==> config.mk <==
export PLATFORM = sky130hd
export DESIGN_NAME = univ_shift_reg
export DESIGN_NICKNAME = d
export VERILOG_FILES = /design/src/rtl/univ_shift_reg.sv
export SDC_FILE = /design/constraint.sdc
export NUM_CORES = 1
export LEC_CHECK = 0
export CAP_MARGIN = 20
export CELL_PAD_IN_SITES_DETAIL_PLACEMENT = 1
export CELL_PAD_IN_SITES_GLOBAL_PLACEMENT = 1
export CORE_UTILIZATION = 40
export CTS_CLUSTER_SIZE = 16
export DETAILED_ROUTE_END_ITERATION = 12
export GPL_ROUTABILITY_DRIVEN = 0
export PLACE_DENSITY = 0.93
export RECOVER_POWER = 100
export SLEW_MARGIN = 20
export SYNTH_ARGS = -nofsm -noshare
export SYNTH_HDL_FRONTEND = slang
export SYNTH_SLANG_ARGS = --single-unit
==> constraint.sdc <==
create_clock -name clk -period 2.35 [get_ports clk]
set_input_delay 0.235 -clock clk [delete_from_list [all_inputs] [get_ports clk]]
set_output_delay 0.235 -clock clk [all_outputs]
set_load 0.05 [all_outputs]
==> src/rtl/univ_shift_reg.sv <==
// Universal shift register: hold/shift/rotate/load/clear per cycle, plus a
// counted burst mode that repeats one shift/rotate a requested number of times.
module univ_shift_reg #(
  parameter int WIDTH = 8,
  parameter int CW    = $clog2(WIDTH + 1)
) (
  input  logic             clk,
  input  logic             rst,
  input  logic             en,
  input  logic [2:0]       mode,
  input  logic             sin_msb,
  input  logic             sin_lsb,
  input  logic [WIDTH-1:0] pin,
  input  logic             start,
  input  logic [CW-1:0]    cnt,
  output logic [WIDTH-1:0] pout,
  output logic             sout_r,
  output logic             sout_l,
  output logic             busy,
  output logic             done
);

  typedef enum logic [2:0] {
    M_HOLD  = 3'b000,
    M_SHR   = 3'b001,
    M_SHL   = 3'b010,
    M_ROR   = 3'b011,
    M_ROL   = 3'b100,
    M_LOAD  = 3'b101,
    M_CLEAR = 3'b110,
    M_RSVD  = 3'b111
  } mode_e;

  typedef enum logic {
    S_IDLE,
    S_BURST
  } state_e;

  state_e           state_q, state_d;
  logic [WIDTH-1:0] q_q, q_d;
  logic [CW-1:0]    cnt_q, cnt_d;
  logic [2:0]       op_q, op_d;
  logic             busy_q, busy_d;
  logic             done_q, done_d;

  function automatic logic [WIDTH-1:0] apply_op(
    input logic [2:0]       op,
    input logic [WIDTH-1:0] cur,
    input logic             s_msb,
    input logic             s_lsb,
    input logic [WIDTH-1:0] par
  );
    logic [WIDTH-1:0] nxt;
    nxt = cur;
    case (op)
      M_SHR:   nxt = {s_msb, cur[WIDTH-1:1]};
      M_SHL:   nxt = {cur[WIDTH-2:0], s_lsb};
      M_ROR:   nxt = {cur[0], cur[WIDTH-1:1]};
      M_ROL:   nxt = {cur[WIDTH-2:0], cur[WIDTH-1]};
      M_LOAD:  nxt = par;
      M_CLEAR: nxt = '0;
      default: nxt = cur;
    endcase
    return nxt;
  endfunction

  // Only the four shift/rotate modes can be repeated as a burst.
  function automatic logic is_burst_op(input logic [2:0] op);
    return (op == M_SHR) || (op == M_SHL) || (op == M_ROR) || (op == M_ROL);
  endfunction

  always_comb begin
    // NOTE: every variable gets a default before any branch so no path leaves it unassigned (no latch).
    state_d = state_q;
    q_d     = q_q;
    cnt_d   = cnt_q;
    op_d    = op_q;
    busy_d  = busy_q;
    done_d  = 1'b0;
    if (en) begin
      case (state_q)
        S_IDLE: begin
          if (start && is_burst_op(mode)) begin
            if (cnt != '0) begin
              op_d    = mode;
              cnt_d   = cnt;
              state_d = S_BURST;
              busy_d  = 1'b1;
            end else begin
              done_d = 1'b1;
            end
          end else begin
            q_d = apply_op(mode, q_q, sin_msb, sin_lsb, pin);
          end
        end
        S_BURST: begin
          q_d   = apply_op(op_q, q_q, sin_msb, sin_lsb, pin);
          cnt_d = cnt_q - CW'(1);
          if (cnt_q == CW'(1)) begin
            state_d = S_IDLE;
            busy_d  = 1'b0;
            done_d  = 1'b1;
          end
        end
        default: state_d = S_IDLE;
      endcase
    end
  end

  always_ff @(posedge clk) begin
    // NOTE: sequential state uses non-blocking assignments so all flops update from pre-edge values.
    if (rst) begin
      state_q <= S_IDLE;
      q_q     <= '0;
      cnt_q   <= '0;
      op_q    <= M_HOLD;
      busy_q  <= 1'b0;
      done_q  <= 1'b0;
    end else begin
      state_q <= state_d;
      q_q     <= q_d;
      cnt_q   <= cnt_d;
      op_q    <= op_d;
      busy_q  <= busy_d;
      done_q  <= done_d;
    end
  end

  assign pout   = q_q;
  assign sout_r = q_q[0];
  assign sout_l = q_q[WIDTH-1];
  assign busy   = busy_q;
  assign done   = done_q;

endmodule

* Yosys cells after proc, flatten, opt, wreduce, memory -nomap -nowiden *
Cells that the tools add are included.

cells by class
  $add $sub $neg = 1
  multiplexer cells = 19
  equal/unequal tests = 19
  bitwise operators = 2
  reductions and logical operators = 10

operators with widths
  kind                                                                      count
  8-bit one-hot mux with 6 select lines                                     2
  3-bit == test (second input constant)                                     6
  8-bit one-hot mux with 2 select lines                                     1
  3-bit by 2-bit == test with 1-bit output (second input constant)          4
  4-bit AND reduction                                                       3
  1-bit two-way mux                                                         9
  4-bit two-way mux                                                         2
  8-bit two-way mux                                                         1
  4-bit one-hot mux with 2 select lines                                     1
  7-bit by 1-bit inequality test with 1-bit output (second input constant)  1
  7-bit by 5-bit inequality test with 1-bit output (second input constant)  1
  3-bit by 1-bit == test with 1-bit output (second input constant)          2
  2-bit inequality test (second input constant)                             3
  1-bit one-hot mux with 2 select lines                                     3
  4-bit by 1-bit == test with 1-bit output (second input constant)          1
  4-bit nonzero test                                                        1
  4-bit by 1-bit subtractor with 4-bit output (second input constant)       1
  1-bit logical OR                                                          3
  3-bit AND reduction                                                       1
  2-bit by 1-bit inequality test with 1-bit output (second input constant)  1
  1-bit inverter                                                            2
  2-bit OR reduction                                                        1
  1-bit logical AND                                                         1

storage, ports and cells
  bits of input ports = 21
  output and inout port bits = 12
  bits in registers = 18
  logic and storage cells = 57

* Longest topological paths before layout *
  depth in word-level cells = 7
  mapped depth = 6
  gate-level depth less buffers = 6

* Worst setup path after synthesis *
No wires, ideal clock.

  kind = register to register
  from = reg q_q[7] (netlist: pout[7])
  to = reg q_q[6] (netlist: pout[6])
  path buffers = 0
  slack = 0.755 ns
  required time = 2.258 ns
  stages on the path, launching flop included = 5
  arrival time = 1.503 ns
  library setup time = 0.092 ns
  period minus slack after synthesis = 1.595 ns
  path through = dfxtp_1 or3b_1 nand3_1 o22ai_1 o32ai_1

on the way
  word-level cells in the longest chain between the ends = 3
  elaborated cells on any way between the ends = 4
  classes of those cells = mux (4)

RTL lines
  what                                       line  text
  start, declared                            40    logic [WIDTH-1:0] q_q, q_d;
  start signal, assigned                     121   q_q <= q_d;
  8-bit one-hot mux with 6 select lines      55    case (op)
  8-bit two-way mux                          83    if (start && is_burst_op(mode)) begin
  8-bit one-hot mux with 2 select lines (*)  81    case (state_q)

Every way passes the cells marked *; elsewhere a longest branch is shown, timed or not. The select of a mux whose other input is x is not followed.
A chain may end at the register's enable or synchronous reset.

* Worst setup path after layout *
  from = in mode[2]
  to = reg q_q[3] (netlist: pout[3])

on the way
  word-level cells in the longest chain between the ends = 7
  elaborated cells on any way between the ends = 16
  classes of those cells = eq/ne (8); mux (3); reduce/logical (5)

RTL lines
  what                                                                                                         line    text
  start, declared                                                                                              10      input logic [2:0] mode,
  3-bit by 1-bit == test with 1-bit output / 3-bit by 2-bit == test with 1-bit output (equally long branches)  55, 69
  1-bit logical OR (3 in series)                                                                               69      return (op == M_SHR) || (op == M_SHL) || (op == M_ROR) || (op == M_ROL);
  1-bit logical AND                                                                                            83
  2-bit inequality test (no source line)                                                                       -
  4-bit AND reduction (no source line)                                                                         -

Parallel ways exist; a longest one is shown, timed or not. The select of a mux whose other input is x is not followed.

==> results.py <==
metrics = {
    "timing": {
        "slew_headroom_pct": 49.4,
        "fin_ws_ps": 340,
        "tightest_slew_ps": 758,
        "rsz0062_at_grt": "no",
        "fin_worst_skew_ps": 2.96,
        "fin_crit_sh_pct": 85.5,
        "max_freq_mhz": 498,
        "slew_violations": 0,
        "setup-violations-final": 0,
        "fin_tns_setup_ps": 0,
        "timing.final.crit_period_ps": 2010,
        "hold_viol": 0,
    },
    "clock_tree": {
        "cts_resized": 0,
        "cts_max_level": 1,
        "cts_tree": "built",
        "cts_made_buffers": 3,
        "ctsHoldBuffers": 0,
        "clock_sinks": 18,
        "clkTransAtPathRegs_ps": 70,
        "clock_latency_ps": 250,
        "cts_setup_buffers": 0,
        "cts_root_buffer": "clkbuf_8",
        "cts_max_path_buffers": 2,
    },
    "global_routing": {
        "grt_usage_pct": 25.7,
        "grt_overflow": 0,
        "grt_max_degree": 25,
        "grt_pass1_wl_mm": 8.92,
        "grt_pass1_vias": 1849,
        "antenna_found_initial": 0,
    },
    "worst_setup_path": {
        "critical_path.top_delay_family": "buffers and inverters",
        "setup.worst_path.start_class": "primary input",
        "cp_max_fo": 14,
        "cp_slowest_stage_delay_ps": 840,
        "path_depth": 5,
        "cp.arrival_ps": 2160,
        "crit_chain": "dlygate4sd3_1 > inv_1 > o21ai_0 > a31oi_2 > o32ai_1",
        "crit_type": "in -> reg",
        "crit_buf_inv": 2,
        "reg2reg_depth": 4,
        "required_ps": 2500,
        "cp_slowest_cell": "dlygate4sd3_1",
        "crit_path_end_kind": "register",
    },
    "synthesis": {
        "synth.distinct_cells": 54,
        "ys_warn_count": 0,
        "synth_seq_cells": 18,
        "async_flop_share_pct": 0,
        "ys_seq_area_share_pct": 20.8,
        "syn_nets": 249,
        "syn_avg_cell_area_um2": 7.67,
        "synth_top_area_share_pct": 20.8,
        "netlist_instances": 226,
        "synth-edff-count": 0,
        "synth_flop_cell": "dfxtp_1",
        "synth_top_cell_by_area": "dfxtp_1",
        "ys_top_cells_by_area": "dfxtp_1 21%, nand3_1 4.9%, or3b_1 4.0%, inv_1 3.7%, o22ai_1 3.6%",
        "netlist_area_mm2": 0.00173,
    },
    "place": {
        "pre_cts_ws_ps": 205,
        "io_buffer_count": 32,
        "hpwlAfterDp_mm": 4.19,
    },
    "die": {
        "die_y_um": 67.8,
        "die_x_um": 67.8,
        "ios": 33,
        "fp-row-count": 23,
        "initial_core_util_pct": 42.4,
        "dieArea_mm2": 0.00460,
        "core_mm2": 0.00409,
    },
    "min_path": {
        "hold_path_depth": 2,
        "worstHoldPathType": "reg -> reg",
    },
    "status": {
        "status": "completed",
    },
    "pwr": {
        "power_frac_clock_pct": 28.4,
        "switching_power_mw": 0.311,
        "p_leak_nw": 0.765,
        "p_comb_share_pct": 33.4,
        "vdd_drop_max_mv": 0.208,
        "intPower_mw": 0.599,
        "powerDensity_mw_per_mm2": 426,
        "seqPwrFrac_pct": 38.3,
        "swShare_pct": 34.2,
    },
    "drt": {
        "dr.pass1.iters": 4,
        "avgViaCountPerCell": 6.30,
        "drc": 0,
        "vias": 1914,
        "ant_nets": 0,
        "wl_mm": 5.57,
        "wire_per_inst_um": 18.3,
        "drt_iter0_drc": 129,
    },
    "run": {
        "drv_cap": 0,
    },
    "final_layout": {
        "nets": 278,
        "antenna_cells": 0,
        "drive_above_1_share_pct": 9.84,
        "area_growth_pct": 23.3,
    },
}
==> worst reg2reg max path: cells and delay by family (launching register included) <==
| family | cells | cell delay (ps) |
|---|---|---|
| AOI/OAI and AO/OA | 2 | 530 |
| and+or+nand+nor | 2 | 540 |
| DFF | 1 | 820 |
==> per-layer routing <==
metal | up-vias | GRT usage (%) | part of all wire (%)
li1 | 920 | - | -
met4 | 0 | 7.55 | 1.5
met1 | 939 | 31.5 | 45
met3 | 8 | 2.67 | 2.9
met5 | - | 0 | 0
met2 | 47 | 47.0 | 51
==> flip-flops by register name, indices dropped and copies added (netlist names) <==
name / count
done: 1
pout: 8
state_q: 1
cnt_q: 4
busy: 1
op_q: 3
==> power by group through the flow <==
stage,sequential (mW),combinational (mW),clock [mW]
2_1_floorplan,0.361,0.189,0
3_3_place_gp,0.354,0.295,0
3_5_place_dp,0.355,0.305,0
4_1_cts,0.348,0.308,0.263
5_1_grt,0.351,0.328,0.276
6_report,0.348,0.304,0.258
==> metrics by stage <==
step           cells  total power [mW]  util (%)  area [um^2]  hold slack (ps)
3_3_place_gp     300             0.649      51.2         2090              461
4_1_cts          304             0.919      52.5         2150              482
6_report         304             0.910      52.3         2140              478
3_5_place_dp     300             0.660      51.2         2090              472
5_1_grt          304             0.955      52.3         2140              498
2_1_floorplan    226             0.551         -         1730              402
==> path summary, 6_finish.rpt <==
kind | from | endpoint | slack, ps
worst max-delay path | mode[2] | pout[3]$_SDFFE_PP0P_ | 340
worst min-delay path | cnt_q[1]$_SDFFE_PP0P_ | cnt_q[1]$_SDFFE_PP0P_ | 480
worst max register to register | op_q[2]$_SDFFE_PP0P_ | pout[3]$_SDFFE_PP0P_ | 360
worst min register to register | cnt_q[1]$_SDFFE_PP0P_ | cnt_q[1]$_SDFFE_PP0P_ | 480
==> final cells by class <==
class                      count  area [um^2]
clock buffer                   4         55.1
timing repair buffer          43          399
sequential                    18          360
multi-input combinational    172         1200
tap                           50         62.6
inverter                      17         63.8
fill                         513         1950
==> cell families after synthesis <==
kind of cell,Yosys count,synth area share [%]
AOI/OAI and AO/OA,72,33.4
xor gates and xnor gates,2,1.01
and+or+nand+nor,94,32.3
DFF,18,20.8
muxes,1,0.650
adders and majority gates,3,2.02
buffers and inverters,36,9.89
==> cells in the mapped netlist (2+ instances only) <==
master / n
a211oi_1: 4
a211oi_2: 2
a21oi_1: 11
a221o_1: 6
a32oi_1: 2
and2_1: 5
and3_1: 6
buf_2: 5
buf_4: 6
clkbuf_1: 7
dfxtp_1: 18
ha_1: 2
inv_1: 17
nand2_1: 16
nand3_1: 17
nand3b_1: 3
nand4_1: 3
nand4b_1: 6
nor2_1: 6
nor2b_1: 9
nor3_1: 3
nor3b_1: 4
nor4_1: 2
o21ai_0: 7
o21ai_1: 3
o21ai_2: 2
o22ai_1: 10
o311ai_1: 2
o31ai_1: 3
o32ai_1: 5
o32ai_2: 2
or3_1: 2
or3b_1: 8
xnor2_1: 2
==> cells in the final DEF (no fill, tap or decap), types with 4 or more instances in the layout <==
master	count
o21ai_0	7
or3b_1	8
nand2_1	16
inv_1	17
nor2b_1	9
a221o_1	6
o32ai_1	5
nor3b_1	4
o22ai_1	10
dlygate4sd3_1	13
a21oi_1	11
clkbuf_8	4
clkdlybuf4s50_1	19
and3_1	6
and2_1	5
nand4b_1	6
nand3_1	17
buf_4	10
dfxtp_1	18
a211oi_1	5
nor2_1	6
Note: power is estimated with default switching activity, not from simulation.
